<file path="src/rtl/shift_deser.sv">
// Serial-to-parallel receiver: framed by i_start, one bit per i_sample,
// completed words parked in a valid/ready holding register.
module shift_deser #(
  parameter int N         = 8,
  parameter bit LSB_FIRST = 1'b0,
  parameter int CW        = $clog2(N + 1)
) (
  input  logic          i_clk,
  input  logic          i_reset,
  input  logic          i_ce,
  input  logic          i_start,
  input  logic          i_sample,
  input  logic          i_sdata,
  input  logic          i_ready,
  output logic [N-1:0]  o_data,
  output logic          o_valid,
  output logic          o_busy,
  output logic          o_overrun,
  output logic [CW-1:0] o_bit_cnt
);

  typedef enum logic {
    IDLE  = 1'b0,
    SHIFT = 1'b1
  } state_t;

  state_t        state     = IDLE;
  logic [CW-1:0] bit_cnt   = '0;
  logic [N-1:0]  sr        = '0;
  logic [N-1:0]  data_q    = '0;
  logic          valid_q   = 1'b0;
  logic          overrun_q = 1'b0;

  state_t        state_nxt;
  logic [CW-1:0] cnt_nxt;
  logic [N-1:0]  sr_nxt;
  logic [N-1:0]  shifted;
  logic          done;
  logic          last_bit;

  assign last_bit = (bit_cnt == CW'(N - 1));

  always_comb begin
    if (LSB_FIRST) shifted = {i_sdata, sr[N-1:1]};
    else           shifted = {sr[N-2:0], i_sdata};
  end

  always_comb begin
    state_nxt = state;
    cnt_nxt   = bit_cnt;
    sr_nxt    = sr;
    done      = 1'b0;
    if (i_ce) begin
      unique case (state)
        IDLE: begin
          if (i_start) begin
            state_nxt = SHIFT;
            cnt_nxt   = '0;
            sr_nxt    = '0;
          end
        end
        SHIFT: begin
          if (i_start) begin
            cnt_nxt = '0;
            sr_nxt  = '0;
          end else if (i_sample) begin
            sr_nxt = shifted;
            if (last_bit) begin
              done      = 1'b1;
              state_nxt = IDLE;
              cnt_nxt   = '0;
            end else begin
              cnt_nxt = bit_cnt + 1'b1;
            end
          end
        end
        default: state_nxt = IDLE;
      endcase
    end
  end

  always_ff @(posedge i_clk) begin
    if (i_reset) begin
      state     <= IDLE;
      bit_cnt   <= '0;
      sr        <= '0;
      data_q    <= '0;
      valid_q   <= 1'b0;
      overrun_q <= 1'b0;
    end else begin
      if (i_ce) begin
        state   <= state_nxt;
        bit_cnt <= cnt_nxt;
        sr      <= sr_nxt;
      end
      // The handshake runs off the free clock, independent of i_ce.
      if (done) begin
        if (!valid_q || i_ready) begin
          data_q  <= shifted;
          valid_q <= 1'b1;
        end else begin
          overrun_q <= 1'b1;
        end
      end else if (valid_q && i_ready) begin
        valid_q <= 1'b0;
      end
    end
  end

  assign o_data    = data_q;
  assign o_valid   = valid_q;
  assign o_busy    = (state == SHIFT);
  assign o_overrun = overrun_q;
  assign o_bit_cnt = bit_cnt;

endmodule
</file>
<file path="config.mk">
export PLATFORM = sky130hd
export DESIGN_NAME = shift_deser
export DESIGN_NICKNAME = d
export VERILOG_FILES = /design/src/rtl/shift_deser.sv
export SDC_FILE = /design/constraint.sdc
export NUM_CORES = 1
export LEC_CHECK = 0
export ABC_AREA = 1
export CAP_MARGIN = 20
export CORE_ASPECT_RATIO = 0.7
export CORE_MARGIN = 5
export CORE_UTILIZATION = 35
export CTS_CLUSTER_SIZE = 16
export DETAILED_ROUTE_END_ITERATION = 7
export HOLD_SLACK_MARGIN = 0.1
export PLACE_DENSITY = 0.68
export SETUP_SLACK_MARGIN = 0.3
export SLEW_MARGIN = 30
export SYNTH_ARGS = -nofsm -noshare
export SYNTH_HDL_FRONTEND = slang
export SYNTH_SLANG_ARGS = --single-unit
</file>
<file path="constraint.sdc">
create_clock -name i_clk -period 1.4 [get_ports i_clk]
set_input_delay 0.14 -clock i_clk [delete_from_list [all_inputs] [get_ports i_clk]]
set_output_delay 0.14 -clock i_clk [all_outputs]
set_load 0.02 [all_outputs]
</file>
* Word level (Yosys, flattened, before mapping)
Index checks and enable logic that the tools add are counted.
** Word-level totals
- Bits of input ports :: 7
- Word-level logic and storage cells :: 43
- Register bits after elaboration :: 22
** Cells by class
- Equal/unequal tests :: 4
- Muxes and demuxes :: 22
- Reduce and logical (&&, ||, !) cells :: 8
- Add/sub/neg operators :: 1
- Bitwise operators :: 2
** Operator list (count)
- 2-to-1 mux 7 bit :: 3
- 2-to-1 mux 4 bit :: 4
- case mux 7 bit (2 select lines) :: 1
- 2-to-1 mux 1 bit :: 12
- case mux 4 bit (2 select lines) :: 1
- AND reduction 2 bit :: 3
- adder 4 x 1 -> 4 bit, second input constant :: 1
- == test 4 x 3 -> 1 bit, second input constant :: 1
- inequality test 3 bit, second input constant :: 1
- AND reduction 3 bit :: 1
- inequality test 2 x 1 -> 1 bit, second input constant :: 1
- inequality test 2 bit, second input constant :: 1
- inverter 1 bit :: 2
- case mux 1 bit (2 select lines) :: 1
- nonzero test 2 bit :: 1
- logical AND 1 bit :: 1
- zero test 1 bit :: 1
- logical OR 1 bit :: 1

* Longest topological paths before layout
Gate-level depths: netlist of run 1.
- Depth in word-level cells :: 8
- Depth in mapped cells :: 7

* Least setup slack after synthesis of run 1
OpenSTA, ideal clock, no wires.
- Path kind :: reg2reg
- Start point :: register bit_cnt[1], in the netlist o_bit_cnt[1]
- End point :: register data_q[0], in the netlist o_data[0]
- Setup slack :: 56 ps
- Arrival :: 1229 ps
- Stages on the path, launching flop included :: 7
- Setup time :: 115 ps
- Cell sequence :: dfxtp_1 -> ha_1 -> nand3_1 -> nor2_2 -> nand4_1 -> nand2_1 -> nor2_1
** Between the ends
- Cells in the longest elaborated chain, start to end :: 7
** Ends and longest elaborated chain
- start: declaration :: RTL line 28 : logic [CW-1:0] bit_cnt = '0;
- start signal: assignment :: RTL line 93 : bit_cnt <= cnt_nxt;
- == test 4 x 3 -> 1 bit :: RTL line 41 : assign last_bit = (bit_cnt == CW'(N - 1));
- 2-to-1 mux 1 bit :: RTL line 68 : if (last_bit) begin
- 2-to-1 mux 1 bit :: RTL line 66 : end else if (i_sample) begin
- 2-to-1 mux 1 bit :: RTL line 63 : if (i_start) begin
- 2-to-1 mux 1 bit :: RTL line 54 : unique case (state)
- 2-to-1 mux 1 bit :: RTL line 53 : if (i_ce) begin
- AND reduction 2 bit (no line)
- end signal: assignment :: RTL line 99 : data_q <= shifted;
- end: declaration :: RTL line 30 : logic [N-1:0] data_q = '0;
No other way between the ends.
A chain may end at the register's enable or synchronous reset.

* Worst setup path in the final report of run 1
- Start point :: register bit_cnt[1], in the netlist o_bit_cnt[1]
- End point :: register data_q[4], in the netlist o_data[4]
Same word-level chain as after synthesis.

==> results of run 1 <==
==> per-layer routing <==
metal,routed length (um),track usage (%),up-vias
met5,0,0,-
met4,6,0,0
met3,210,4.48,2
met2,1270,25.1,48
met1,1240,18.7,479
li1,-,-,507
==> where the power goes <==
part	switching [mW]	internal, mW	leakage [nW]
combinational	0.0912	0.0592	0.348
clock	0.206	0.382	0.0357
sequential	0.0157	0.642	0.183
total	0.312	1.08	0.567
==> cell type report <==
type	count	area, um2
clock buffers	3	41.3
clock inverters	1	30.0
fillers	278	1290
inverters	16	66.3
multi-input cells	95	542
flip-flops and latches	22	458
well taps	36	45.0
repair buffers	29	246
==> how the worst max path moves through the flow <==
stage                                    startpoint                        end  slack, ps  cells past startpoint
after floorplan                o_valid$_SDFFE_PP0P_     o_data[0]$_SDFFE_PP0P_        300                      6
after CTS                       o_busy$_SDFFE_PP0P_                     o_busy        210                      1
after global routing      o_bit_cnt[1]$_SDFFE_PP0P_     o_data[2]$_SDFFE_PP0P_        100                      6
after global placement                         i_ce  o_bit_cnt[3]$_SDFFE_PP0P_        -20                      6
final                     o_bit_cnt[1]$_SDFFE_PP0P_     o_data[4]$_SDFFE_PP0P_        190                      6
after detailed placement                       i_ce         sr[2]$_SDFFE_PP0P_       -120                      6
==> per-stage QoR <==
step                instances  power (mW)
floorplan                 134       0.755
global placement          188       0.800
detailed placement        188       0.805
CTS                       200        1.40
global route              202        1.46
finish                    202        1.40
==> worst max-delay path: cells and delay by family, from the launching register on <==
kind / cells / cell delay (ps)
compound gates: 1 / 80
fa+ha+maj: 1 / 150
buf+inv: 1 / 160
flops: 1 / 360
simple gates: 3 / 390
==> cell families (layout without fill, tap and decap cells) <==
family / count (synthesis) / after routing
xor gates and xnor gates: 1 / 1
and+or+nand+nor: 60 / 64
DFF: 22 / 22
AOI/OAI and AO/OA: 29 / 29
buffers and inverters: 21 / 49
adders and majority gates: 1 / 1
==> state kept, by name, summed over array words and instances (netlist names) <==
| name | cells |
|---|---|
| o_bit_cnt | 4 |
| o_busy | 1 |
| o_data | 8 |
| o_overrun | 1 |
| o_valid | 1 |
| sr | 7 |
==> repair_timing <==
item,CTS,global route
setup buffers,5,1
hold endpoints to repair,0,0
pin swaps,8,6
cloned,3,1
gates resized for setup,34,25
endpoints found under the setup margin,37,36
==> cell usage after synthesis <==
master     n
a21oi_1   13
nand4_1    9
nor2_4     1
nand3_2    2
nor2_1    22
buf_2      1
nor2_2     2
dfxtp_1   22
inv_1     16
xor2_1     1
clkbuf_1   1
buf_4      2
ha_1       1
nand3_1    4
o21ai_0   12
o21ai_1    4
nand2_2    1
buf_1      1
nand2_1   19
==> layout by cell type, fill, tap and decap left out, types with 2 or more instances in the layout <==
| master | n |
|---|---|
| nor2_1 | 22 |
| nand2_1 | 16 |
| dfxtp_1 | 16 |
| inv_1 | 14 |
| o21ai_0 | 12 |
| nand4_1 | 9 |
| a21oi_1 | 9 |
| clkbuf_2 | 8 |
| buf_4 | 6 |
| nor2_4 | 5 |
| clkdlybuf4s50_1 | 5 |
| nand2_2 | 4 |
| o21ai_1 | 4 |
| a21oi_2 | 4 |
| dfxtp_4 | 4 |
| clkdlybuf4s15_1 | 4 |
| nand3_2 | 3 |
| nand3_1 | 3 |
| clkbuf_8 | 3 |
| nand2_4 | 2 |
| dlygate4sd2_1 | 2 |
| dfxtp_2 | 2 |
| clkdlybuf4s15_2 | 2 |
==> results.md, run 1 <==
* Iter 0 DRT Violations at 57
* Xor/xnor share of the synthesized area at 0.899%
* Synth area leader: dfxtp_1
* ANT cells at 0
* Mapped Cells at 134
* CTS tree: done
* CTS Buf Count at 3
* Synth Area in Adders at 1.28%
* Share of cells above drive strength 1 at 29.5%
* Post-Route WL at 2730 um
* Syn_nets at 142
* Normalized max-slew margin at 77.5%
* CP required at 1600 ps
* Post-Syn Area at 975 um2
* Area grow syn2layout at 46.6%
* Worst setup EP type: register
* Die Area at 3960 um2
* CP Max Fanout at 5
* Vias/cell at 5.13
* Min Hold Slack at 426 ps
* Placed cell area at 1250 um2
* RR Startpoint: o_bit_cnt[1]$_SDFFE_PP0P_
* RR Endpoint: o_data[4]$_SDFFE_PP0P_
* Top cells by area, synth: dfxtp_1 45%, nor2_1 8.5%, nand2_1 7.3%
* First-pass GRT wire length at 4410 um
* H-tree levels at 1
* Hold path start: i_ce
* Antenna-violating nets left at 0
* Outcome: finished, final reports clean
* Yosys warning total at 0
* Cts hold-fix bufs at 0
* Hold EP: o_busy$_SDFFE_PP0P_
* Clk Latency, worst-skew pair at 260 ps
* Multiplexer area fraction after synthesis at 0%
* Worst Setup Slack, final at 190 ps
* Post-synthesis compound-gate area fraction at 14.9%
* CP max-delay cell: dfxtp_4
* Area share of and/or/nand/nor cells after synthesis at 28.8%
* Starting Density at 35.8%
* Hold Crit Depth at 4
* Min-delay worst type: input port to register
* Final hold vios at 0
* Minimum clock period at 1210 ps
* PwrDens at 977 nW/um2
* RSZ-0062 raised after global routing: yes
* Routability congestion estimate at 0.882
* DP Worst Slack at -123 ps
* Area fraction of the dominant cell type after synthesis at 45.2%
* # IOs at 22
* Setup TNS at 0 ps
* Max Root-Sink Buffers at 2
* Max Clock Freq at 826 MHz
* Synth Register Bits at 22
* Nets at 175
* DR pass1 iterations at 5
* Max VDD drop at 0.770 mV
* Fin. max-slew vios at 0
* Critical path, cell by cell: ha_4 -> nand4_1 -> buf_6 -> nor2_4 -> a21oi_1 -> nor2_1
* Largest family of logic cells by synthesized area: simple AND/OR/NAND/NOR gates
* DP Wirelength at 1690 um
* Clock skew at 4.20 ps
* Wirelength per Cell at 13.5 um
* Cell Rows at 16
* FF-to-FF path depth at 6
* Antenna violations before repair at 0
* Worst Max-Slew Pin Slew at 337 ps
* Total GRT Usage at 14.4%
* Critical path arrival at 1410 ps
* Critical path class: register to register
* Routed via count at 1036
* Die H at 54.2 um
* Worst-path clk slew at 80 ps
* Placeable Area at 2720 um2
* Root Buffer: clkbuf_8
* Final core utilization at 52.5%
* Crit share post-route at 86.5%
* Die Wd at 73.1 um
* Internal reg-to-reg setup slack at 190 ps
* Register area share after synthesis at 45.2%
* Leakage power total at 0.567 nW
* Largest net degree at the start of global routing at 17
* Sink Count at 22
* Vias in the first global route at 984
* Avg Cell Area, Syn at 7.27 um2
* Setup-failing EPs final at 0
* Final instance area at 1430 um2
* Port bufs at 21
* Startpoint type of the worst setup path: register
* Post-synth cell types at 19
* Largest stage delay, worst path at 360 ps
* Max Cap Viol at 0
* # DRC at 0
* Grt ovf at 0
Power figures use the tool's default switching activity.
==> inputs of run 2 (changes only) <==
--- a/config.mk
+++ b/config.mk
@@ -12,6 +12,7 @@
 export CORE_UTILIZATION = 35
 export CTS_CLUSTER_SIZE = 16
 export DETAILED_ROUTE_END_ITERATION = 7
+export GPL_TIMING_DRIVEN = 0
 export HOLD_SLACK_MARGIN = 0.1
 export PLACE_DENSITY = 0.68
 export SETUP_SLACK_MARGIN = 0.3
==> constraint.sdc (replaced) <==
create_clock -name i_clk -period 1.4 [get_ports i_clk]
set_input_delay 0.14 -clock i_clk [delete_from_list [all_inputs] [get_ports i_clk]]
set_output_delay 0.14 -clock i_clk [all_outputs]
set_load 0.1 [all_outputs]
==> results.md, run 2 (synthesized netlist as in run 1, its figures left out) <==
* Layout fillers at 275
* Root Buffer: clkbuf_8
* PwrDens at 967 nW/um2
* Crit share post-route at 85.5%
* Fin. max-slew vios at 0
* Combinational share of power at 14.6%
* Nets at 171
* Largest net degree at the start of global routing at 13
* Startpoint type of the worst setup path: register
* DR pass1 iterations at 6
* ANT cells at 0
* Setup-failing EPs final at 0
* Grt ovf at 0
* Minimum clock period at 1200 ps
* Max Root-Sink Buffers at 2
* Busiest metal layer after global routing: met2
* Vias/cell at 4.95
* CP required at 1600 ps
* Routability congestion estimate at 0.749
* Normalized max-slew margin at 70.2%
* CP Max Fanout at 10
* First-pass GRT wire length at 4020 um
* CTS Buf Count at 3
* Die H at 54.2 um
* Hold Crit Depth at 4
* Iter 0 DRT Violations at 59
* Min-delay worst type: input port to register
* Worst Max-Slew Pin Slew at 446 ps
* Antenna-violating nets left at 0
* Starting Density at 35.8%
* Sink Count at 22
* H-tree levels at 1
* Vias in the first global route at 939
* # DRC at 0
* Share of cells above drive strength 1 at 25.3%
* Die Wd at 73.1 um
* Final core utilization at 49.8%
* FF-to-FF path depth at 5
* Post-Route WL at 2440 um
* # IOs at 22
* Cts hold-fix bufs at 0
* Critical path class: register to register
* DP Wirelength at 1720 um
* Commonest non-fill, non-tap cell in the layout: nor2_1
* CTS tree: done
* Placeable Area at 2720 um2
* Final hold vios at 0
* Max VDD drop at 0.655 mV
* Antenna violations before repair at 0
* Commonest cells after routing, fill and taps aside: 22 x nor2_1, 18 x nand2_1, 16 x inv_1, 16 x o21ai_1, 16 x dfxtp_1
* Max Cap Viol at 0
* Port bufs at 21
* Worst-path clk slew at 80 ps
* Clock skew at 2.47 ps
* GR Util met1 at 15.9%
* Cell Int Power at 0.962 mW
* Reg power frac at 50.2%
* Cell Rows at 16
* Setup TNS at 0 ps
* Wirelength per Cell at 12.3 um
* Net switching fraction of the power at 26.7%
* RSZ-0062 raised after global routing: yes
* Clk Latency, worst-skew pair at 260 ps
* Clock network power share at 35.2%
* Max Clock Freq at 835 MHz
* Met3 Use GR at 3.92%
* Area grow syn2layout at 39.2%
* Die Area at 3960 um2
* Routed via count at 980
* Worst setup EP type: register
* GR Util met2 at 22.3%
* Critical path arrival at 1400 ps
* Total GRT Usage at 13.2%
* Switching pwr at 0.350 mW
* Largest register FFs at 8
* Outcome: finished, final reports clean
* Leakage power total at 0.548 nW
==> run 2: cell count changes in the layout (fill, tap and decap cells not counted), sizes merged, moves of 2 or more <==
| cell | delta |
|---|---|
| clkdlybuf4s15 | -6 |
| buf | +11 |
| clkbuf | -4 |
| nand2 | -2 |
==> run 2: final timing paths <==
check | from | endpoint | slack [ps]
setup / recovery | o_bit_cnt[0]$_SDFFE_PP0P_ | o_data[1]$_SDFFE_PP0P_ | 200
hold / removal | i_ce | o_busy$_SDFFE_PP0P_ | 380
setup reg to reg | o_bit_cnt[0]$_SDFFE_PP0P_ | o_data[1]$_SDFFE_PP0P_ | 200
hold reg to reg | o_data[5]$_SDFFE_PP0P_ | o_data[5]$_SDFFE_PP0P_ | 470
==> run 2: per-stage QoR <==
step | cell area (um2) | hold WS [ps] | power (mW) | setup slack (ps) | instances
floorplan | 1020 | 304 | 0.793 | 61.8 | 134
global placement | 1270 | 456 | 0.844 | -243 | 191
detailed placement | 1270 | 454 | 0.848 | -251 | 191
CTS | 1280 | 376 | 1.30 | 186 | 195
global route | 1360 | 413 | 1.36 | 84.4 | 198
finish | 1360 | 378 | 1.31 | 202 | 198
==> run 2: worst max-delay path: stages, from the launching register on <==
cell	delay (ps)
dfxtp_4	380
ha_4	160
nand4_1	150
nor2_4	240
a21oi_1	100
nor2_1	100
==> run 2: repair_timing <==
action / CTS / global route
setup endpoints to repair: 35 / 24
gates cloned: 0 / 1
resized for setup: 90 / 14
pin swaps: 0 / 4
setup buffers: 0 / 2
==> run 2: layout make-up <==
type | count | area (um2) | area share (%)
Tap cell | 36 | 45.0 | 3.32
Sequential cell | 22 | 460 | 33.9
Multi-Input combinational cell | 92 | 490 | 36.2
Timing Repair Buffer | 23 | 206 | 15.2
Buffer | 5 | 38.8 | 2.86
Clock buffer | 4 | 55.1 | 4.06
Inverter | 16 | 60.1 | 4.43
==> run 2: power groups by stage <==
stage                     clock network [mW]  logic [mW]  registers (mW)
final                                  0.462       0.192           0.658
after global routing                   0.492       0.209           0.661
after CTS                              0.471       0.173           0.658
after detailed placement                   0       0.176           0.672
after global placement                     0       0.173           0.671
after floorplan                            0      0.0810           0.712
==> run 2: per-layer routing <==
layer  share of wire [%]  wire, um
met1                  47      1140
met3                 4.2       102
met5                   0         0
met4                0.70        17
met2                  48      1180
==> inputs of run 3 (changes only) <==
--- a/config.mk
+++ b/config.mk
@@ -15,6 +15,7 @@
 export GPL_TIMING_DRIVEN = 0
 export HOLD_SLACK_MARGIN = 0.1
 export PLACE_DENSITY = 0.68
+export REMOVE_ABC_BUFFERS = 1
 export SETUP_SLACK_MARGIN = 0.3
 export SLEW_MARGIN = 30
 export SYNTH_ARGS = -nofsm -noshare
==> results.md, run 3 (synthesized netlist as in run 1, its figures left out) <==
* Outcome: finished, final reports clean
* Die H at 54.2 um
* DP Wirelength at 1540 um
* CP Max Fanout at 4
* Grt ovf at 0
* PwrDens at 948 nW/um2
* Nets at 168
* Total GRT Usage at 12.8%
* CP max-delay cell: buf_2
* Antenna violations before repair at 0
* Vias in the first global route at 858
* Routed via count at 964
* # DRC at 0
* Normalized max-slew margin at 65.9%
* Hold Crit Depth at 2
* Final hold vios at 0
* Worst Max-Slew Pin Slew at 515 ps
* Max Root-Sink Buffers at 2
* Final instance area at 1360 um2
* DR pass1 iterations at 4
* Die Wd at 73.1 um
* CP required at 1260 ps
* Critical path class: register to output port
* Startpoint type of the worst setup path: register
* RR Endpoint: o_data[6]$_SDFFE_PP0P_
* Setup-failing EPs final at 0
* Root Buffer: clkbuf_8
* Max Cap Viol at 0
* Top delay family on crit path: buffers and inverters
* Sink Count at 22
* Worst-path clk slew at 80 ps
* Clk Latency, worst-skew pair at 260 ps
* Vias/cell at 4.94
* Hold path start: i_reset
* Internal reg-to-reg setup slack at 180 ps
* Antenna-violating nets left at 0
* Clock skew at 4.14 ps
* Die Area at 3960 um2
* Commonest cells after routing, fill and taps aside: 22 x nor2_1, 18 x dfxtp_1, 16 x nand2_1, 14 x inv_1, 12 x o21ai_0
* Wirelength per Cell at 12.6 um
* Share of cells above drive strength 1 at 28.3%
* Area occupied by multi-input gates at 531 um2
* Routability congestion estimate at 0.862
* Max VDD drop at 0.528 mV
* RR Startpoint: o_bit_cnt[0]$_SDFFE_PP0P_
* Critical path arrival at 1090 ps
* Placed cell area at 1200 um2
* # IOs at 22
* Iter 0 DRT Violations at 43
* RSZ-0062 raised after global routing: yes
* DP Worst Slack at -378 ps
* Port bufs at 21
* Crit path buf inv count at 1
* Cell Rows at 16
* FF-to-FF path depth at 5
* Critical path, cell by cell: buf_2
* Commonest non-fill, non-tap cell in the layout: nor2_1
* Worst setup EP type: output port
* Leakage power total at 0.543 nW
* CTS tree: done
* ANT cells at 0
* Min-delay worst type: input port to register
* Area grow syn2layout at 39.0%
* Hold EP: sr[6]$_SDFFE_PP0P_
* H-tree levels at 1
* Max Clock Freq at 815 MHz
* Largest net degree at the start of global routing at 17
* Layout fillers at 289
* Minimum clock period at 1230 ps
* Worst Setup Slack, final at 173 ps
* CTS Buf Count at 3
* Largest register FFs at 8
* Placeable Area at 2720 um2
* Fin. max-slew vios at 0
* Post-Route WL at 2460 um
* Starting Density at 35.8%
* Crit share post-route at 87.6%
* Largest stage delay, worst path at 450 ps
* First-pass GRT wire length at 3840 um
* FF/Latch Area at 453 um2
[run 3: layer usage]
| layer | wire [um] | GRT usage, % | part of all wire (%) | vias up |
|---|---|---|---|---|
| met1 | 1110 | 15.2 | 45 | 433 |
| met5 | 0 | 0 | 0 | - |
| met2 | 1140 | 21.7 | 46 | 30 |
| met3 | 156 | 5.04 | 6.3 | 7 |
| met4 | 54 | 3.68 | 2.2 | 0 |
| li1 | - | - | - | 494 |
[run 3: worst max path at each step]
stage	startpoint	to	slack, ps	depth (start not counted)
detailed placement	o_busy$_SDFFE_PP0P_	o_busy	-380	1
finish	o_bit_cnt[0]$_SDFFE_PP0P_	o_bit_cnt[0]	170	1
CTS	o_bit_cnt[0]$_SDFFE_PP0P_	o_data[0]$_SDFFE_PP0P_	160	5
global route	o_bit_cnt[0]$_SDFFE_PP0P_	o_data[1]$_SDFFE_PP0P_	60	5
floorplan	o_bit_cnt[1]$_SDFFE_PP0P_	o_data[0]$_SDFFE_PP0P_	-590	6
global placement	o_busy$_SDFFE_PP0P_	o_busy	-370	1
[run 3: cell type report]
class	instances	share of cell area, %
tap	36	3.32
inverter	16	4.71
sequential	22	33.4
multi-input combinational	94	39.2
timing repair buffer	23	15.3
clock buffer	4	4.06
[run 3: timing repair]
action,4_1_cts,5_1_grt
setup endpoints to repair,37,25
cloned,2,1
buffers inserted,0,2
endpoints found under the hold margin,0,0
hold buffers,0,0
pin swaps,9,8
resized for setup,107,11
[run 3: stage by stage]
stage,total power [mW],setup TNS (ps),cells,hold slack (ps),utilization [%]
4_1_cts,1.29,0,192,394,47.0
3_5_place_dp,0.832,-4410,186,462,44.2
3_3_place_gp,0.829,-4110,186,454,44.2
6_report,1.28,0,195,402,49.8
2_1_floorplan,0.778,-10640,129,209,-
5_1_grt,1.34,0,195,418,49.8
[run 3: power by group]
part | switching (mW) | internal (mW) | total (mW)
Clock | 0.198 | 0.251 | 0.449
Combinational | 0.123 | 0.0514 | 0.175
Sequential | 0.0172 | 0.644 | 0.661
